`src/rtl/fp_mul_arbiter.sv`:
```
// Round-robin arbiter sharing one 32-bit FP multiplier among NUM_REQ requesters.
// Define FP_MUL_ARB_TIMEOUT_EN to build the WAIT-state watchdog.
module fp_mul_arbiter #(
  parameter  int unsigned NUM_REQ        = 4,
  parameter  int unsigned TIMEOUT_CYCLES = 15,
  localparam int unsigned DW             = 32,
  localparam int unsigned FW             = 5
) (
  input  logic                  clk,
  input  logic                  rst,
  input  logic [NUM_REQ-1:0]    req_valid_i,
  input  logic [NUM_REQ*DW-1:0] req_a_i,
  input  logic [NUM_REQ*DW-1:0] req_b_i,
  output logic [NUM_REQ-1:0]    req_ready_o,
  output logic [NUM_REQ-1:0]    rsp_valid_o,
  input  logic [NUM_REQ-1:0]    rsp_ready_i,
  output logic [DW-1:0]         rsp_product_o,
  output logic [FW-1:0]         rsp_flags_o,
  output logic                  mul_start_o,
  output logic [DW-1:0]         mul_a_o,
  output logic [DW-1:0]         mul_b_o,
  input  logic [DW-1:0]         mul_product_i,
  input  logic                  mul_done_i,
  input  logic                  mul_nan_i,
  input  logic                  mul_infinit_i,
  input  logic                  mul_overflow_i,
  input  logic                  mul_underflow_i
);

  localparam int unsigned IDX_W = (NUM_REQ > 1) ? $clog2(NUM_REQ) : 1;

  if (NUM_REQ < 2 || NUM_REQ > 8) begin : g_bad_num_req
    $error("fp_mul_arbiter: NUM_REQ must be in 2..8");
  end
  if (TIMEOUT_CYCLES < 1) begin : g_bad_timeout
    $error("fp_mul_arbiter: TIMEOUT_CYCLES must be at least 1");
  end

  typedef enum logic [1:0] {
    ST_IDLE,
    ST_ISSUE,
    ST_WAIT,
    ST_RESP
  } state_e;

  state_e             state_q,     state_d;
  logic [IDX_W-1:0]   rr_ptr_q,    rr_ptr_d;
  logic [IDX_W-1:0]   grant_q,     grant_d;
  logic [NUM_REQ-1:0] req_ready_q, req_ready_d;
  logic [NUM_REQ-1:0] rsp_valid_q, rsp_valid_d;
  logic [DW-1:0]      product_q,   product_d;
  logic [FW-1:0]      flags_q,     flags_d;
  logic               mul_start_q, mul_start_d;
  logic [DW-1:0]      mul_a_q,     mul_a_d;
  logic [DW-1:0]      mul_b_q,     mul_b_d;
  logic [FW-2:0]      sticky_q,    sticky_d;

`ifdef FP_MUL_ARB_TIMEOUT_EN
  localparam int unsigned CNT_W       = (TIMEOUT_CYCLES > 1) ? $clog2(TIMEOUT_CYCLES) : 1;
  localparam logic [DW-1:0] TIMEOUT_NAN = 32'h7FC0_0000;
  logic [CNT_W-1:0]   cnt_q,       cnt_d;
`endif

  logic               pick_found;
  logic [IDX_W-1:0]   pick_idx;
  logic [FW-2:0]      flag_in;
  logic [FW-2:0]      sticky_now;

  function automatic logic [IDX_W-1:0] wrap_idx(input int unsigned v);
    return (v >= NUM_REQ) ? IDX_W'(v - NUM_REQ) : IDX_W'(v);
  endfunction

  assign flag_in    = {mul_nan_i, mul_infinit_i, mul_overflow_i, mul_underflow_i};
  assign sticky_now = sticky_q | flag_in;

  // First valid requester at or after rr_ptr, wrapping
  always_comb begin
    pick_found = 1'b0;
    pick_idx   = '0;
    for (int unsigned i = 0; i < NUM_REQ; i++) begin
      if (!pick_found && req_valid_i[wrap_idx(32'(rr_ptr_q) + i)]) begin
        pick_found = 1'b1;
        pick_idx   = wrap_idx(32'(rr_ptr_q) + i);
      end
    end
  end

  // Next-state and registered-output logic
  always_comb begin
    state_d     = state_q;
    rr_ptr_d    = rr_ptr_q;
    grant_d     = grant_q;
    req_ready_d = '0;
    rsp_valid_d = '0;
    product_d   = product_q;
    flags_d     = flags_q;
    mul_start_d = 1'b0;
    mul_a_d     = mul_a_q;
    mul_b_d     = mul_b_q;
    sticky_d    = sticky_q;
`ifdef FP_MUL_ARB_TIMEOUT_EN
    cnt_d       = cnt_q;
`endif

    unique case (state_q)
      ST_IDLE: begin
        if (pick_found) begin
          req_ready_d[pick_idx] = 1'b1;
          grant_d               = pick_idx;
          rr_ptr_d              = wrap_idx(32'(pick_idx) + 32'd1);
          mul_a_d               = req_a_i[DW*pick_idx +: DW];
          mul_b_d               = req_b_i[DW*pick_idx +: DW];
          state_d               = ST_ISSUE;
        end
      end

      ST_ISSUE: begin
        mul_start_d = 1'b1;
        sticky_d    = '0;
`ifdef FP_MUL_ARB_TIMEOUT_EN
        cnt_d       = '0;
`endif
        state_d     = ST_WAIT;
      end

      ST_WAIT: begin
        // Flags lead done by a cycle or two, so accumulate them until done
        sticky_d = sticky_now;
        if (mul_done_i) begin
          product_d            = mul_product_i;
          flags_d              = {1'b0, sticky_now};
          rsp_valid_d[grant_q] = 1'b1;
          state_d              = ST_RESP;
        end
`ifdef FP_MUL_ARB_TIMEOUT_EN
        else if (cnt_q == CNT_W'(TIMEOUT_CYCLES - 1)) begin
          product_d            = TIMEOUT_NAN;
          flags_d              = {1'b1, sticky_now};
          rsp_valid_d[grant_q] = 1'b1;
          state_d              = ST_RESP;
        end else begin
          cnt_d = cnt_q + 1'b1;
        end
`endif
      end

      ST_RESP: begin
        if (rsp_ready_i[grant_q]) begin
          state_d = ST_IDLE;
        end else begin
          rsp_valid_d = rsp_valid_q;
        end
      end

      default: state_d = ST_IDLE;
    endcase
  end

  always_ff @(posedge clk or posedge rst) begin
    if (rst) begin
      state_q     <= ST_IDLE;
      rr_ptr_q    <= '0;
      grant_q     <= '0;
      req_ready_q <= '0;
      rsp_valid_q <= '0;
      product_q   <= '0;
      flags_q     <= '0;
      mul_start_q <= 1'b0;
      mul_a_q     <= '0;
      mul_b_q     <= '0;
      sticky_q    <= '0;
`ifdef FP_MUL_ARB_TIMEOUT_EN
      cnt_q       <= '0;
`endif
    end else begin
      state_q     <= state_d;
      rr_ptr_q    <= rr_ptr_d;
      grant_q     <= grant_d;
      req_ready_q <= req_ready_d;
      rsp_valid_q <= rsp_valid_d;
      product_q   <= product_d;
      flags_q     <= flags_d;
      mul_start_q <= mul_start_d;
      mul_a_q     <= mul_a_d;
      mul_b_q     <= mul_b_d;
      sticky_q    <= sticky_d;
`ifdef FP_MUL_ARB_TIMEOUT_EN
      cnt_q       <= cnt_d;
`endif
    end
  end

  assign req_ready_o   = req_ready_q;
  assign rsp_valid_o   = rsp_valid_q;
  assign rsp_product_o = product_q;
  assign rsp_flags_o   = flags_q;
  assign mul_start_o   = mul_start_q;
  assign mul_a_o       = mul_a_q;
  assign mul_b_o       = mul_b_q;

endmodule

```
`config.mk`:
```
export PLATFORM = sky130hd
export DESIGN_NAME = fp_mul_arbiter
export DESIGN_NICKNAME = d
export VERILOG_FILES = /design/src/rtl/fp_mul_arbiter.sv
export SDC_FILE = /design/constraint.sdc
export NUM_CORES = 1
export LEC_CHECK = 0
export ABC_AREA = 1
export CAP_MARGIN = 20
export CORE_AREA = 5 5 159 161
export CTS_BUF_LIST = sky130_fd_sc_hd__clkbuf_4 sky130_fd_sc_hd__clkbuf_8
export DETAILED_ROUTE_END_ITERATION = 6
export DIE_AREA = 0 0 164 166
export PLACE_DENSITY = 0.71
export SLEW_MARGIN = 10
export SYNTH_ARGS = -nofsm -noshare
export SYNTH_HDL_FRONTEND = slang
export SYNTH_SLANG_ARGS = --single-unit
```
`constraint.sdc`:
```
create_clock -name clk -period 4.1 [get_ports clk]
set_clock_uncertainty 0.05 [all_clocks]
set_input_delay 0.82 -clock clk [delete_from_list [all_inputs] [get_ports clk]]
set_output_delay 0.82 -clock clk [all_outputs]
set_load 0.02 [all_outputs]
```
# Yosys cells after proc, flatten, opt, wreduce, memory -nomap -nowiden
# Cells that the tools add are included.
[word_totals] ram_bits=0 inputBits=303 register_bits=119 elab_cells=93 latchBits=0 rom_bits=0 output_inout_bits=110 memories=0
[classes] n_reduce_logical=13 n_div=0 mux=38 n_addsub=9 bitwise_logic=1 multipliers=0 magnitude_cmp=13 shift=2 eq_ne=6
[ops] op="128-bit by 8-bit indexed part select with 32-bit output" n=2
[ops] op="2-bit 2-to-1 mux" n=12
[ops] op="2-bit by 3-bit less-than comparator with 1-bit output, second input constant" n=6
[ops] op="4-bit 2-to-1 mux" n=4
[ops] op="4-bit one-hot mux with 2 select lines" n=2
[ops] op="3-bit greater-or-equal comparator, second input constant" n=4
[ops] op="1-bit 2-to-1 mux" n=12
[ops] op="1-bit binary-select mux with 2-bit select" n=5
[ops] op="2-bit by 1-bit subtractor with 2-bit output, second input constant" n=5
[ops] op="2-bit one-hot mux with 4 select lines" n=1
[ops] op="2-bit by 1-bit adder with 3-bit output, second input constant" n=2
[ops] op="2-bit by 2-bit adder with 3-bit output, second input constant" n=2
[ops] op="2-bit != test, second input constant" n=3
[ops] op="1-bit logical AND" n=5
[ops] op="1-bit demux with 2-bit select" n=2
[ops] op="2-bit == test, second input constant" n=2
[ops] op="2-bit by 1-bit greater-or-equal comparator with 1-bit output, second input constant" n=2
[ops] op="4-bit bitwise OR" n=1
[ops] op="2-bit AND reduction" n=2
[ops] op="2-bit by 3-bit greater-or-equal comparator with 1-bit output, second input constant" n=1
[ops] op="1-bit logical NOT" n=3
[ops] op="3-bit AND reduction" n=1
[ops] op="2-bit by 1-bit == test with 1-bit output, second input constant" n=1
[ops] op="2-bit logical NOT" n=1
[ops] op="2-bit nonzero test" n=1

# Depth between registers and ports, before layout
# Gate-level depths: netlist of run 1.
[depth] depth_word=20 mapped_depth=18

# Worst setup path before layout of run 1
# OpenSTA, ideal clock, no wires.
[synth_timing] path_kind="input port to flip-flop" from="in req_valid_i[3]" to="reg mul_b_q[5], in the netlist mul_b_o[5]" stages=14 t_arrival_ps=2007 t_required_ps=3933 setup_slack_ps=1927 setup_ps=117 cell_sequence="inv_1 > nand2_1 > nand3_1 > nand2_1 > nor2_4 > nand3_2 > buf_2 > buf_2 > nand4_1 > nand2_1 > nand2_1 > nand2_1 > nand2_1 > nand2_1"
[synth_between] elab_chain_len=13
[synth_rtl] element="start: declaration" line="11" text="input logic [NUM_REQ-1:0] req_valid_i,"
[synth_rtl] element="1-bit binary-select mux with 2-bit select" line="81" text="if (!pick_found && req_valid_i[wrap_idx(32'(rr_ptr_q) + i)]) begin"
[synth_rtl] element="1-bit 2-to-1 mux (implied by the code)" line="81"
[synth_rtl] element="1-bit 2-to-1 mux" line="81"
[synth_rtl] element="1-bit logical NOT" line="81"
[synth_rtl] element="1-bit logical AND" line="81"
[synth_rtl] element="1-bit 2-to-1 mux" line="81"
[synth_rtl] element="1-bit logical NOT" line="81"
[synth_rtl] element="1-bit logical AND" line="81"
[synth_rtl] element="1-bit 2-to-1 mux" line="81"
[synth_rtl] element="1-bit logical NOT" line="81"
[synth_rtl] element="1-bit logical AND" line="81"
[synth_rtl] element="2-bit 2-to-1 mux or 1-bit 2-to-1 mux (tied branches)" line="81"
[synth_rtl] element="128-bit by 8-bit indexed part select with 32-bit output or 2-bit AND reduction (tied branches)"
[synth_rtl] element="end signal: assignment" line="185" text="mul_b_q <= mul_b_d;"
[synth_rtl] element="end: declaration" line="55" text="logic [DW-1:0] mul_b_q, mul_b_d;"
# Parallel ways exist; a longest one is shown, timed or not. The select of a mux whose other input is x is not followed.
# A chain may end at the register's enable or synchronous reset.

# Worst setup path in the final report of run 1
[layout_timing] from="in req_valid_i[2]" to="reg mul_b_q[9], in the netlist mul_b_o[9]"
# The elaborated chain is that of the path after synthesis.

==> results of run 1 <==
==> sequential cells by signal, summed over array words and instances, names as in the netlist <==
| register | flops |
|---|---|
| rsp_flags_o | 4 |
| rr_ptr_q | 2 |
| mul_start_o | 1 |
| mul_a_o | 32 |
| grant_q | 2 |
| rsp_product_o | 32 |
| sticky_q | 4 |
| req_ready_o | 4 |
| rsp_valid_o | 4 |
| mul_b_o | 32 |
| state_q | 2 |
==> power by group through the flow <==
stage | clock [mW] | sequential [mW] | combinational [mW]
2_1_floorplan | 0 | 2.58 | 4.88
3_3_place_gp | 0 | 2.03 | 7.84
3_5_place_dp | 0 | 2.04 | 7.94
4_1_cts | 1.09 | 2.03 | 7.96
5_1_grt | 1.14 | 2.11 | 8.84
6_report | 1.05 | 2.04 | 7.89
==> metrics by stage <==
stage / instances / hold WS, ns / power [mW] / area, sq um
global route: 1891 / 0.452 / 12.1 / 12300
global placement: 1859 / 0.410 / 9.87 / 11900
CTS: 1891 / 0.437 / 11.1 / 12300
finish: 1891 / 0.434 / 11.0 / 12300
detailed placement: 1859 / 0.414 / 9.98 / 11900
floorplan: 1202 / 0.411 / 7.46 / 7660
==> worst register-to-register path: stages (launching register included) <==
cell and delay, ns:
dfrtp_1 0.61, inv_4 0.14, nand2_1 0.09, nand2_1 0.08, nand2_1 0.08, nand2_1 0.05, nand2_1 0.11, nand2_1 0.10
nand2_4 0.10, nand3_4 0.45, buf_12 0.41, nand2_1 0.13, nand2_1 0.05, nand2_1 0.09, nand2_1 0.06, nand2_1 0.05
nand2_1 0.05
==> cell type report <==
class | instances | area (sq um) | share of cell area, %
clock buffer | 17 | 234 | 1.90
clock inverter | 15 | 149 | 1.21
inverter | 20 | 80.1 | 0.651
multi-input combinational | 971 | 4150 | 33.8
sequential | 119 | 2980 | 24.2
tap | 324 | 405 | 3.30
timing repair buffer | 425 | 4290 | 34.9
==> per-layer routing <==
layer / global-route usage (%) / vias up
met5: 0 / -
met4: 6.05 / 0
met3: 7.15 / 38
met2: 36.2 / 392
met1: 27.4 / 4225
li1: - / 4533
==> worst paths after layout <==
kind	end	slack, ns	depth (start not counted)
min reg2reg	mul_a_o[19]	0.43	2
max reg2reg	mul_b_o[6]	1.30	16
min in group asynchronous	mul_b_o[17]	0.78	2
min	mul_a_o[19]	0.43	2
max in group asynchronous	rsp_valid_o[1]	2.39	3
max	mul_b_o[9]	1.14	14
==> Yosys cell counts (2+ instances only) <==
master	instances
nand2_1	790
nand4_1	129
dfrtp_1	119
buf_2	55
clkbuf_1	18
inv_1	15
buf_6	10
a21oi_1	8
buf_1	8
o21ai_0	7
nand3_1	6
nor2_1	6
ha_1	4
inv_2	4
nand3_2	4
o41ai_1	4
o21ai_1	3
nand2_2	2
nor3_1	2
==> cells in the final DEF (no fill, tap or decap), drive strengths merged, types with 2 or more instances in the layout <==
cell / count
dfrtp: 119
nor3: 2
clkinv: 2
nand3: 10
clkinvlp: 2
inv: 31
nor2: 7
buf: 14
a21oi: 8
nand2: 792
o21ai: 10
ha: 4
clkdlybuf4s50: 411
clkbuf: 17
o41ai: 4
nand4: 129
==> cell families after synthesis <==
logic type | share of synthesized area (%)
AND/OR/NAND/NOR | 50.9
adder cells (fa/ha/maj) | 0.653
XOR/XNOR | 0.114
buffers and inverters | 7.44
other | 0.0489
AO/OA/AOI/OAI | 2.01
flip-flops | 38.9
==> impl_metrics.toml, run 1 <==
[status]
status = "finished clean"

[detailed_routing]
vias_per_cell = 4.86
wl_met3_mm = 2.84
ant_nets = 0
met1Wirelength_mm = 12.5
drcViolationCount = 0
firstDrtPassIters = 5
top_layer_used = "met4"
met2WireLength_mm = 14.8
wirelength_mm = 30.8
drt_iter0_markers = 535
vias = 9188
wl_per_cell_um = 16.3

[sta]
period_share_pct = 72.1
rsz0062_at_grt = "no"
final.setup.tns_ns = 0
worst_slack_ns = 1.14
finalHoldViolCount = 0
max_freq_mhz = 338
finalMaxSlewViolations = 0
fin_crit_ns = 2.96
setup_viol = 0
tightest_slew_ns = 0.974
maxSlewHeadroom_pct = 35.0

[synth]
synth-edff-count = 0
synth-seq-area-share_pct = 38.9
yosys_warnings = 0
ys_ff_latch = 119
syn-num-nets = 1509
ys_types = 27
netlist_top_cells_area = "dfrtp_1 (39%), nand2_1 (39%), nand4_1 (11%)"
synth_flop_cell = "dfrtp_1"
syn_inst = 1202
synth_top_area_share_pct = 38.9
synth_area_sq_um = 7660
syn_area_per_cell_sq_um = 6.38
async_flop_share_pct = 100
synth_top_area_cell = "dfrtp_1"

[setup_path]
worstSetupPathType = "input port to register"
critPathLaunch = "req_valid_i[2]"
cpMaxStageDelayCell = "buf_4"
cp_top_family = "buffers and inverters"
crit_top_cell = "nand2_1"
required_ns = 4.43
critPathBufInv = 3
startpoint_type = "input port"
cp-end-kind = "register"
slowest_delay_ns = 0.71
cp_max_fo = 74
worstPathArrival_ns = 3.29
worstReg2RegStart = "rr_ptr_q[0]"
worstPathCellList = "clkdlybuf4s50_1 > inv_1 > nand2_1 > nand3_1 > nand2_1 > nor2_4 > nand3_4 > buf_4 > nand4_1 > nand2_1 > nand2_1 > nand2_1 > nand2_1 > nand2_1"

[placed_design]
io_buffers = 411
gp_congestion = 0.867
dp_hpwl_mm = 22.1
place_ws_ns = 0.728

[run]
cap_violations = 0

[layout]
final_layout_size_suffix_gt1_share_pct = 3.89
final_core_util_pct = 51.6
fillers = 2387
antenna_cells = 0
area_growth_pct = 60.4
nets = 1861

[cts]
clk_pin_slew_ns = 0.09
post_cts_resize_count = 0
cts_tree = "built"
ctsHoldBuffers = 0
clockBufferDepth = 2
htreeDepth = 4
cts.sink_count = 119
cts_root_buf = "clkbuf_8"
cts_made_buffers = 17
clkLatencyLatePin_ns = 0.43
cts_setup_buffers = 0

[die]
start_util_pct = 32.2
coreArea_sq_um = 23800
dieArea_sq_um = 27200
row_count = 57
die_h_um = 166
die_width_um = 164
io_pins = 413

[grt]
gr-total-overflow = 0
grt_max_degree = 130
grt_pass1_vias = 8637
grt_pass1_wl_mm = 47.5
antenna_found_initial = 0
track_usage_pct = 21.9

[power]
p_comb_share_pct = 71.9
leakage_nw = 6.20
seq_power_share_pct = 18.6
p_sw_share_pct = 54.4
clkPwrFrac_pct = 9.5
p_sw_mw = 5.97
p_int_mw = 5.00
power_density_nw_per_um2 = 892
ir_worst_vdd_mv = 0.611

[hold_path]
min_path_type = "register to register"
hp-start = "mul_a_o[19]"
(Power assumes the default switching activity.)
==> run 2: changes to the inputs <==
==> constraint.sdc (replaced) <==
create_clock -name clk -period 2.6 [get_ports clk]
set_clock_uncertainty 0.05 [all_clocks]
set_input_delay 0.52 -clock clk [delete_from_list [all_inputs] [get_ports clk]]
set_output_delay 0.52 -clock clk [all_outputs]
set_load 0.02 [all_outputs]
==> impl_metrics.toml, run 2 (synthesis gave the netlist of run 1 again) <==
[layout]
area_growth_pct = 66.7
final_common_cell = "nand2_1"
final_layout_size_suffix_gt1_share_pct = 5.99
layout_common_cells = "nand2_1 (789), clkdlybuf4s50_1 (411), nand4_1 (129), dfrtp_1 (119), buf_4 (26)"
fin_cells = 1928
final_core_util_pct = 53.6
nets = 1896

[power]
p_sw_share_pct = 52.5
p_int_mw = 8.78
leakage_nw = 6.44
power_density_nw_per_um2 = 1450
seq_power_share_pct = 17.4
clkPwrFrac_pct = 9.0
p_comb_share_pct = 73.6
ir_worst_vdd_mv = 0.972
p_sw_mw = 9.69

[die]
die_width_um = 164
die_h_um = 166
dieArea_sq_um = 27200
io_pins = 413
coreArea_sq_um = 23800
row_count = 57
start_util_pct = 32.2

[setup_path]
cp_num_cells = 11
cpMaxStageDelayCell = "dfrtp_1"
rrSetupSlack_ns = 0.24
worstSetupPathType = "register to register"
crit_top_cell = "nand2_1"
startpoint_type = "register"
cp_max_fo = 25
cp_top_family = "buffers and inverters"
slowest_delay_ns = 0.61
rr_endpoint = "mul_a_o[16]"
cp-end-kind = "register"
endpoint = "mul_a_o[16]"
critPathLaunch = "rr_ptr_q[0]"
critPathBufInv = 4
worstReg2RegStart = "rr_ptr_q[0]"
worstPathArrival_ns = 2.63
required_ns = 2.87
worstPathCellList = "inv_4 > nand2_1 > nand2_1 > o21ai_1 > nand3_4 > buf_12 > nand2_2 > inv_2 > buf_12 > nand2_1 > nand2_1"
reg2reg_depth = 11

[sta]
max_freq_mhz = 424
rsz0062_at_grt = "no"
setup_viol = 0
period_share_pct = 90.8
finalHoldViolCount = 0
fin_crit_ns = 2.36
finalMaxSlewViolations = 0
final.setup.tns_ns = 0

[detailed_routing]
vias = 9254
drt_iter0_markers = 522
wirelength_mm = 31.3
ant_nets = 0
firstDrtPassIters = 5
drcViolationCount = 0
wl_per_cell_um = 16.2
vias_per_cell = 4.80

[grt]
gr-usage-met3_pct = 6.55
antenna_found_initial = 2
grt_max_degree = 64
grt_pass1_vias = 9015
grt_pass1_wl_mm = 49.0
met2_usage_pct = 37.2
gr-total-overflow = 0
grtUsageMet1_pct = 28.0
busiest_layer = "met2"
track_usage_pct = 22.5

[placed_design]
io_buffers = 411
gp_congestion = 0.882
dp_hpwl_mm = 23.8
dpl.cell_count = 1894

[cts]
cts_root_buf = "clkbuf_8"
htreeDepth = 4
cts_made_buffers = 17
post_cts_resize_count = 0
cts.sink_count = 119
clk_pin_slew_ns = 0.09
clockBufferDepth = 2
clkLatencyLatePin_ns = 0.44
ctsHoldBuffers = 0
cts_setup_buffers = 0
cts_tree = "built"

[status]
status = "finished clean"

[run]
cap_violations = 0

[hold_path]
min_path_type = "input port to asynchronous set/reset pin"
## run 2: layer usage
metal / part of all wire (%) / wire (um)
met5: 0.042 / 13
met4: 2.9 / 913
met3: 8.6 / 2690
met2: 48 / 15100
met1: 40 / 12600
## run 2: worst min-delay path by stage
stage | from | end | slack, ns | cells past startpoint
after global routing | rst | mul_b_o[11] | 0.36 | 2
after global placement | mul_b_o[24] | mul_b_o[24] | 0.41 | 2
after detailed placement | rsp_product_o[21] | rsp_product_o[21] | 0.41 | 2
after floorplan | grant_q[1] | rsp_valid_o[0] | 0.41 | 1
after CTS | rst | mul_b_o[11] | 0.35 | 2
final | rst | mul_b_o[11] | 0.37 | 2
## run 2: cell type report
cell class / instances / area [sq um]
Clock buffer: 17 / 234
Multi-Input combinational cell: 971 / 4150
Inverter: 20 / 81.3
Clock inverter: 15 / 153
Antenna cell: 2 / 5.00
Tap cell: 324 / 405
Timing Repair Buffer: 460 / 4770
Sequential cell: 119 / 2980
Fill cell: 2333 / 11000
## run 2: power groups by stage
stage	Combinational [mW]	Clock [mW]	Sequential, mW
global route	15.2	1.79	3.32
floorplan	7.70	0	4.07
finish	13.6	1.66	3.22
CTS	13.7	1.70	3.22
detailed placement	13.6	0	3.23
global placement	13.5	0	3.21
## run 2: per-stage QoR
stage | hold slack [ns] | area, sq um | total power, mW | setup slack [ns]
after detailed placement | 0.414 | 12400 | 16.8 | 0.00142
final | 0.367 | 12800 | 18.5 | 0.240
after CTS | 0.353 | 12800 | 18.6 | 0.252
after global routing | 0.359 | 12800 | 20.3 | 0.0399
after global placement | 0.411 | 12400 | 16.7 | 0.0195
after floorplan | 0.411 | 7670 | 11.8 | 0.575
## run 2: worst register-to-register path, delay by kind of cell (launching register included)
kind                   cells  cell delay (ns)
buffers and inverters      4             0.71
DFF                        1             0.61
and+or+nand+nor            6             0.59
AOI/OAI and AO/OA          1             0.28
